`config.mk`:
```
export PLATFORM = sky130hd
export DESIGN_NAME = scan_uart_packer
export DESIGN_NICKNAME = d
export VERILOG_FILES = /design/src/rtl/scan_pkg.sv /design/src/rtl/scan_fifo.sv /design/src/rtl/scan_uart_packer.sv
export SDC_FILE = /design/constraint.sdc
export NUM_CORES = 1
export LEC_CHECK = 0
export ABC_AREA = 1
export BUFFER_PORTS_ARGS = -buffer_cell sky130_fd_sc_hd__buf_2
export CAP_MARGIN = 15
export CORE_MARGIN = 1
export CORE_UTILIZATION = 41
export CTS_BUF_LIST = sky130_fd_sc_hd__clkbuf_2
export DETAILED_ROUTE_END_ITERATION = 10
export PLACE_DENSITY = 0.59
export SLEW_MARGIN = 15
export SYNTH_ARGS = -nofsm -noshare
export SYNTH_HDL_FRONTEND = slang
export SYNTH_SLANG_ARGS = --single-unit
```
`constraint.sdc`:
```
create_clock -name clk -period 3.7 [get_ports clk]
set_input_delay 0.37 -clock clk [delete_from_list [all_inputs] [get_ports clk]]
set_output_delay 0.37 -clock clk [all_outputs]
set_load 0.02 [all_outputs]
```
`src/rtl/scan_pkg.sv`:
```
// Definitions shared by the memory scanner and its UART packer:
// packer state encoding and default widths and framing constants.
package scan_pkg;

  typedef enum logic [2:0] {
    IDLE,
    HDR,
    HI,
    LO,
    CSUM
  } state_t;

  localparam int         DEF_ADDR_W    = 14;
  localparam int         DEF_DATA_W    = 16;
  localparam logic [7:0] DEF_SYNC_BYTE = 8'hA5;

endpackage

```
`src/rtl/scan_fifo.sv`:
```
// Synchronous FIFO with a synchronous flush. The head entry is visible
// combinationally on rdata, and an occupancy count is exported.
module scan_fifo #(
  parameter int WIDTH = 17,
  parameter int DEPTH = 8
) (
  input  logic                     clk,
  input  logic                     rst,
  input  logic                     flush,
  input  logic                     push,
  input  logic                     pop,
  input  logic [WIDTH-1:0]         wdata,
  output logic [WIDTH-1:0]         rdata,
  output logic                     full,
  output logic                     empty,
  output logic [$clog2(DEPTH):0]   count
);

  localparam int PTR_W = $clog2(DEPTH);
  localparam int CNT_W = PTR_W + 1;

  logic [WIDTH-1:0] mem [DEPTH];
  logic [PTR_W-1:0] wr_ptr;
  logic [PTR_W-1:0] rd_ptr;

  // DEPTH is a power of two, so the pointers wrap naturally.
  always_ff @(posedge clk or negedge rst) begin
    if (!rst) begin
      wr_ptr <= '0;
      rd_ptr <= '0;
      count  <= '0;
    end else if (flush) begin
      wr_ptr <= '0;
      rd_ptr <= '0;
      count  <= '0;
    end else begin
      if (push) wr_ptr <= wr_ptr + 1'b1;
      if (pop)  rd_ptr <= rd_ptr + 1'b1;
      unique case ({push, pop})
        2'b10:   count <= count + 1'b1;
        2'b01:   count <= count - 1'b1;
        default: count <= count;
      endcase
    end
  end

  always_ff @(posedge clk) begin
    if (push && !flush) mem[wr_ptr] <= wdata;
  end

  assign rdata = mem[rd_ptr];
  assign full  = (count == CNT_W'(DEPTH));
  assign empty = (count == '0);

endmodule

```
`src/rtl/scan_uart_packer.sv`:
```
// Captures scanner read data into a FIFO and serialises each scan as
// SYNC, big-endian samples, XOR checksum on a valid/ready byte port.
module scan_uart_packer
  import scan_pkg::*;
#(
  parameter int         DATA_W     = DEF_DATA_W,
  parameter int         ADDR_W     = DEF_ADDR_W,
  parameter int         FIFO_DEPTH = 8,
  parameter logic [7:0] SYNC_BYTE  = DEF_SYNC_BYTE
) (
  input  logic              clk,
  input  logic              rst,
  input  logic              scan_start,
  input  logic [ADDR_W-1:0] read_select,
  input  logic              rd_valid,
  input  logic [DATA_W-1:0] rd_data,
  output logic [7:0]        tx_data,
  output logic              tx_valid,
  input  logic              tx_ready,
  output logic              scan_hold,
  output logic              overflow,
  output logic              frame_done
);

  localparam int CNT_W = $clog2(FIFO_DEPTH) + 1;

  state_t             state;
  logic [7:0]         csum;
  logic               last_seen;
  logic [DATA_W:0]    head;
  logic               fifo_full;
  logic               fifo_empty;
  logic [CNT_W-1:0]   fifo_count;
  logic               xfer;
  logic               rd_last;
  logic               capture;
  logic               push;
  logic               pop;
  logic               drop;

  assign xfer    = tx_valid & tx_ready;
  assign rd_last = (read_select == {ADDR_W{1'b1}});
  assign pop     = (state == LO) && xfer && !scan_start;

  // A restart discards any read in the same cycle; after the last
  // address has been captured, further reads belong to no frame.
  assign capture = (state != IDLE) && !scan_start && rd_valid && !last_seen;
  assign push    = capture && (!fifo_full || pop);
  assign drop    = capture && fifo_full && !pop;

  assign scan_hold = (fifo_count == CNT_W'(FIFO_DEPTH));

  scan_fifo #(
    .WIDTH (DATA_W + 1),
    .DEPTH (FIFO_DEPTH)
  ) u_fifo (
    .clk   (clk),
    .rst   (rst),
    .flush (scan_start),
    .push  (push),
    .pop   (pop),
    .wdata ({rd_last, rd_data}),
    .rdata (head),
    .full  (fifo_full),
    .empty (fifo_empty),
    .count (fifo_count)
  );

  always_ff @(posedge clk or negedge rst) begin
    if (!rst) begin
      state      <= IDLE;
      tx_valid   <= 1'b0;
      tx_data    <= 8'h00;
      csum       <= 8'h00;
      overflow   <= 1'b0;
      last_seen  <= 1'b0;
      frame_done <= 1'b0;
    end else begin
      frame_done <= 1'b0;
      if (push && rd_last) last_seen <= 1'b1;
      if (drop)            overflow  <= 1'b1;

      if (scan_start) begin
        state     <= HDR;
        tx_valid  <= 1'b1;
        tx_data   <= SYNC_BYTE;
        csum      <= 8'h00;
        overflow  <= 1'b0;
        last_seen <= 1'b0;
      end else begin
        unique case (state)
          IDLE: begin
            tx_valid <= 1'b0;
          end
          HDR: begin
            if (xfer) begin
              state    <= HI;
              tx_valid <= 1'b0;
            end
          end
          HI: begin
            if (!tx_valid) begin
              if (!fifo_empty) begin
                tx_valid <= 1'b1;
                tx_data  <= head[DATA_W-1 -: 8];
              end
            end else if (tx_ready) begin
              // Head stays in place until its low byte goes out.
              csum    <= csum ^ tx_data;
              tx_data <= head[7:0];
              state   <= LO;
            end
          end
          LO: begin
            if (xfer) begin
              csum <= csum ^ tx_data;
              if (head[DATA_W]) begin
                state   <= CSUM;
                tx_data <= csum ^ tx_data;
              end else begin
                state    <= HI;
                tx_valid <= 1'b0;
              end
            end
          end
          CSUM: begin
            if (xfer) begin
              state      <= IDLE;
              tx_valid   <= 1'b0;
              frame_done <= 1'b1;
            end
          end
          default: begin
            state    <= IDLE;
            tx_valid <= 1'b0;
          end
        endcase
      end
    end
  end

endmodule

```
==> impl_metrics.env, run 1 <==
export IMPL_status="finished clean"
export IMPL_drcViolationCount=0
export IMPL_root_buffer="clkbuf_2"
export IMPL_clkLatencyLatePin_ns=0.72
export IMPL_hold_start="read_select[10]"
export IMPL_setup_viol=0
export IMPL_grt_usage_pct=19.5
export IMPL_synthArstFlopShare_pct=19.5
export IMPL_ys_warnings_count=0
export IMPL_core_sq_mm=0.0175
export IMPL_worst_path_buf_inv=5
export IMPL_crit_path_max_incr_delay_ns=0.57
export IMPL_gp_congestion=0.894
export IMPL_netlist_instances=710
export IMPL_hold_violations=0
export IMPL_wl_met3_um=1000
export IMPL_end_kind="flip-flop"
export IMPL_vias=5250
export IMPL_cts_buffers=17
export IMPL_overflow=0
export IMPL_grt_setup_unrepaired="no"
export IMPL_synthesis_area_sq_mm=0.00747
export IMPL_synth_largest_area_cell="edfxtp_1"
export IMPL_hold_path_class="primary input to flip-flop"
export IMPL_cp_top_family="buffers and inverters"
export IMPL_antenna_found_initial=1
export IMPL_cts_max_path_buffers=2
export IMPL_relSlewSlack_pct=49.5
export IMPL_grt_pass1_wl_um=26700
export IMPL_fillers=1617
export IMPL_clock_sinks=169
export IMPL_cp_cell_sequence="dlygate4sd3_1, buf_2, inv_1, nand3_1, a21oi_1, nand2_1, clkinv_1, nand2_1, nor2_1, buf_4"
export IMPL_ys_types=38
export IMPL_synthesis_nets=750
export IMPL_met2_length_um=8210
export IMPL_start_util_pct=42.6
export IMPL_required_ns=4.12
export IMPL_wl_met1_um=7770
export IMPL_drt_initial_drc_count=426
export IMPL_ir_drop_mv=0.406
export IMPL_ys_seq_area_share_pct=65.8
export IMPL_wl_per_cell_um=16.7
export IMPL_io_pins=47
export IMPL_start_kind="primary input"
export IMPL_dp_final_hpwl_um=11100
export IMPL_leakagePower_nw=3.42
export IMPL_grt_max_degree=68
export IMPL_dp_cells=964
export IMPL_worst_slew_pin_slew_ns=0.757
export IMPL_path_class="primary input to flip-flop"
export IMPL_post_cts_buffers=0
export IMPL_netlist_area_leader_share_pct=54.7
export IMPL_htree_levels=4
export IMPL_fin_cells=1024
export IMPL_ctsResizeCount=0
export IMPL_die_x_um=137
export IMPL_rows=48
export IMPL_ys_flop_type="edfxtp_1"
export IMPL_timing_hold_ws_ns=0.0779
export IMPL_p_per_area_mw_per_mm2=534
export IMPL_syn2layout_area_growth_pct=13.1
export IMPL_layout_common_cells="nand2_1, edfxtp_1, nor2_1, inv_1, nand3_1"
export IMPL_fin_util_pct=48.1
export IMPL_ys_top_cells_by_area="edfxtp_1, dfrtp_1, nand2_1, nor2_1, nand3_1"
export IMPL_maxCapViolCount=0
export IMPL_dr_max_layer_used="met4"
export IMPL_synth_avg_cell_area_sq_um=10.5
export IMPL_clock_skew_ns=0.0464
export IMPL_period_needed_ns=2.69
export IMPL_synth_edf_count=136
export IMPL_nets=825
export IMPL_clk_pin_slew_ns=0.25
export IMPL_slew_viol_final=0
export IMPL_rr_startpoint="tx_valid"
export IMPL_critPathLaunch="scan_start"
export IMPL_avgViaCountPerCell=5.13
export IMPL_firstDrtPassIters=5
export IMPL_design_die_area_sq_mm=0.0188
export IMPL_max_freq_mhz=372
export IMPL_ant_nets=0
export IMPL_drive_gt1_share_pct=14.4
export IMPL_die_h_um=137
export IMPL_timing_final_crit_share_pct=72.6
export IMPL_crit_top_cell="nand2_1"
export IMPL_crit_slowest_cell="nor2_1"
export IMPL_routed_wl_um=17100
export IMPL_yosys_register_bits=169
export IMPL_setup_tns_ns=0
export IMPL_arrival_ns=3.10
export IMPL_crit_fanout=13
export IMPL_cts_tree="built"
export IMPL_grt_pass1_vias=4989
export IMPL_io_buffer_count=46
export IMPL_final_common_cell="nand2_1"
## cell type report
| type | count | area, sq um | share of cell area [%] |
|---|---|---|---|
| repair buffers | 85 | 591 | 7.00 |
| clock inverters | 12 | 173 | 2.05 |
| flip-flops and latches | 169 | 4910 | 58.2 |
| inverters | 69 | 262 | 3.10 |
| well taps | 225 | 282 | 3.33 |
| multi-input cells | 443 | 2120 | 25.1 |
| clock buffers | 20 | 100 | 1.19 |
| diodes | 1 | 2.50 | 0.0296 |
## through the flow
step | instance area [sq um] | power [W] | worst slack [ns]
after global routing | 8440 | 0.00476 | 0.868
final | 8440 | 0.00450 | 1.01
after detailed placement | 7900 | 0.00343 | 0.864
after CTS | 8380 | 0.00452 | 1.10
after floorplan | 7470 | 0.00314 | 1.37
after global placement | 7900 | 0.00342 | 0.977
## flip-flops by register name, summed over array words and instances, names as in the netlist
| signal | cells |
|---|---|
| tx_data | 8 |
| u_fifo.mem | 136 |
| u_fifo.count | 4 |
| csum | 8 |
| frame_done | 1 |
| tx_valid | 1 |
| u_fifo.rd_ptr | 3 |
| overflow | 1 |
| last_seen | 1 |
| u_fifo.wr_ptr | 3 |
| state | 3 |
## cells by family (layout without fill, tap and decap cells)
family	count (synthesis)	count (layout)	synth area share, %
other	0	1	0
XOR/XNOR	10	10	1.17
multiplexers	1	1	0.151
AND/OR/NAND/NOR	342	342	19.5
buffers and inverters	98	186	5.91
adder cells (fa/ha/maj)	5	5	0.938
AO/OA/AOI/OAI	85	85	6.57
flip-flops	169	169	65.8
## Yosys cell counts (2+ instances only)
cell type / number
o21ai_0: 47
nand3_2: 2
xnor2_1: 9
inv_1: 63
inv_2: 4
o211ai_1: 12
clkbuf_1: 6
buf_4: 5
edfxtp_1: 136
nor2_1: 110
o22ai_1: 8
dfrtp_1: 33
buf_6: 5
nand3_1: 61
o21ai_1: 7
nor2_4: 2
ha_1: 4
nand2_4: 3
nor2_2: 4
buf_2: 12
nand2_1: 145
a21oi_1: 5
nand2_2: 7
nand4_1: 6
## layer usage
metal  global-route usage, %  vias to the layer above
li1                        -                     2537
met1                    25.8                     2549
met2                    32.1                      152
met3                    4.81                       12
met4                    4.64                        0
met5                       0                        -
## final timing paths
check / end / slack (ns) / depth (start not counted)
setup / recovery: u_fifo.mem[1][7] / 1.01 / 10
setup reg to reg: u_fifo.mem[1][7] / 1.08 / 10
hold / removal: last_seen / 0.08 / 5
hold reg to reg: tx_data[7] / 0.57 / 2
max in group asynchronous: u_fifo.rd_ptr[0] / 2.94 / 2
min in group asynchronous: u_fifo.count[0] / 0.20 / 2
## report_power, final
group	total (W)	switching [W]	leakage [nW]	internal (W)
clock network	0.00109	0.000637	0.158	0.000451
logic	0.00109	0.000723	1.60	0.000368
registers	0.00232	0.000128	1.66	0.00220
total	0.00450	0.00149	3.42	0.00302
## worst register-to-register path: cells and delay by family, from the launching register on
kind	cells	cell delay [ns]
buf+inv	3	0.67
simple gates	7	1.28
flops	1	0.38
## timing repair
| action | CTS | global route |
|---|---|---|
| hold endpoints to repair | 165 | 4 |
| hold buffers | 21 | 6 |
| setup endpoints to repair | 0 | 0 |
No activity file was read; power rests on OpenSTA's default activity.
==> inputs of run 2 (changes only) <==
clock period = 2.48 ns   (was 3.7 ns; I/O delays follow)
==> run 2 against run 1 <==
Effect of this change: non-clock buffer count up 6; via count up 1.0%; clock skew up 0.0075 ns; sequential power up 48%; combinational power up 58%; sequential share of layout area about the same; clock power up 32%; first-iteration DRC count up 19%; worst setup slack worse by 0.70 ns; cell count up 0.49%; critical path type is now flip-flop to flip-flop; largest power group unchanged.
==> impl_metrics.env, run 2 (synthesis gave the netlist of run 1 again) <==
export IMPL_start_kind="flip-flop"
export IMPL_maxCapViolCount=0
export IMPL_hold_violations=0
export IMPL_period_needed_ns=2.16
export IMPL_status="finished clean"
export IMPL_end_kind="flip-flop"
export IMPL_relSlewSlack_pct=49.6
export IMPL_cts_tree="built"
export IMPL_syn2layout_area_growth_pct=13.0
export IMPL_fin_util_pct=48.1
export IMPL_rr_startpoint="state[1]"
export IMPL_grt_setup_unrepaired="no"
export IMPL_clkLatencyLatePin_ns=0.76
export IMPL_routed_wl_um=17700
export IMPL_io_buffer_count=46
export IMPL_largest_reg_flops=136
export IMPL_clock_sinks=169
export IMPL_vias=5305
export IMPL_core_sq_mm=0.0175
export IMPL_setup_tns_ns=0
export IMPL_firstDrtPassIters=5
export IMPL_ir_drop_mv=0.463
export IMPL_nets=831
export IMPL_clock_skew_ns=0.0539
export IMPL_path_class="flip-flop to flip-flop"
export IMPL_avgViaCountPerCell=5.16
export IMPL_critPathLaunch="state[1]"
export IMPL_overflow=0
export IMPL_wl_per_cell_um=17.2
export IMPL_p_per_area_mw_per_mm2=782
export IMPL_top_register="u_fifo.mem"
export IMPL_ctsResizeCount=0
export IMPL_seqCellArea_sq_mm=0.00491
export IMPL_design_die_area_sq_mm=0.0188
export IMPL_antenna_found_initial=1
export IMPL_required_ns=3.18
export IMPL_die_x_um=137
export IMPL_arrival_ns=2.87
export IMPL_clk_pin_slew_ns=0.26
export IMPL_setup_viol=0
export IMPL_reg_top3="u_fifo.mem: 136 flops, csum: 8 flops, tx_data: 8 flops"
export IMPL_multi_input_area_sq_mm=0.00212
export IMPL_post_cts_buffers=0
export IMPL_drt_initial_drc_count=507
export IMPL_slew_viol_final=0
export IMPL_timing_final_crit_share_pct=87.2
export IMPL_finalPower_w=0.00660
export IMPL_htree_levels=4
export IMPL_grt_usage_pct=20.3
export IMPL_leakagePower_nw=3.43
export IMPL_drive_gt1_share_pct=15.4
export IMPL_layout_common_cells="nand2_1, edfxtp_1, nor2_1, inv_1, nand3_1"
export IMPL_grt_pass1_vias=5060
export IMPL_drcViolationCount=0
export IMPL_crit_fanout=9
export IMPL_grt_pass1_wl_um=27800
export IMPL_dp_final_hpwl_um=11800
export IMPL_worst_slew_pin_slew_ns=0.756
export IMPL_holdBufCountCts=24
export IMPL_fillers=1654
export IMPL_cts_max_path_buffers=2
export IMPL_gp_congestion=0.857
export IMPL_cts_buffers=17
export IMPL_grt_max_degree=73
export IMPL_max_freq_mhz=463
export IMPL_start_util_pct=42.6
export IMPL_rows=48
export IMPL_ant_nets=0
export IMPL_final_common_cell="nand2_1"
export IMPL_root_buffer="clkbuf_2"
export IMPL_hold_path_class="primary input to async pin"
export IMPL_io_pins=47
export IMPL_die_h_um=137
run 2: cell count changes in the layout (fill, tap and decap cells not counted), moves of 2 or more:
cell,change
dlygate4sd3_1,-3
buf_4,+8
clkbuf_2,-2
clkinv_1,-2
inv_8,+4
bufinv_16,-3
run 2: final cells by class:
type	count	area share (%)
Clock inverter	13	1.62
Multi-Input combinational cell	443	25.1
Antenna cell	1	0.0297
Timing Repair Buffer	91	7.59
Tap cell	225	3.34
Clock buffer	18	1.07
Inverter	69	3.10
Sequential cell	169	58.2
run 2: stage by stage:
| stage | std cells | hold slack [ns] | setup slack [ns] | area (sq um) |
|---|---|---|---|---|
| floorplan | 710 | -0.0476 | 0.151 | 7470 |
| global placement | 973 | 0.359 | 0.358 | 7970 |
| detailed placement | 973 | 0.366 | 0.308 | 7970 |
| CTS | 1028 | 0.0403 | 0.254 | 8440 |
| global route | 1029 | 0.0814 | 0.0968 | 8440 |
| finish | 1029 | 0.0585 | 0.318 | 8440 |
run 2: final timing paths:
path,depth (start not counted),end,slack [ns]
setup / recovery,12,u_fifo.count[3],0.32
hold / removal,2,u_fifo.count[3],0.06
setup reg to reg,12,u_fifo.count[3],0.32
hold reg to reg,2,last_seen,0.55
max in group asynchronous,2,u_fifo.wr_ptr[0],1.91
min in group clk,7,u_fifo.count[3],0.13
run 2: report_power, final:
part | switching [W] | internal, W | total, W | leakage [nW]
Sequential | 0.000160 | 0.00328 | 0.00344 | 1.66
Combinational | 0.00116 | 0.000565 | 0.00172 | 1.63
Clock | 0.00104 | 0.000396 | 0.00144 | 0.133
run 2: metal layers:
| layer | vias up | global-route usage, % | wire length, um |
|---|---|---|---|
| li1 | 2551 | - | - |
| met4 | 0 | 4.64 | 168 |
| met5 | - | 0 | 0 |
| met3 | 15 | 4.07 | 1210 |
| met1 | 2519 | 28.5 | 7980 |
| met2 | 220 | 32.2 | 8340 |
run 2: worst max-delay path, stage by stage (launching register included):
cell	delay, ns
dfrtp_1	0.46
nand2_2	0.09
nor2_4	0.24
nand2_4	0.09
inv_1	0.10
nand2_1	0.11
inv_1	0.13
ha_1	0.28
a21oi_1	0.18
a21o_1	0.13
nand2_1	0.05
xor2_1	0.14
o21ai_1	0.12
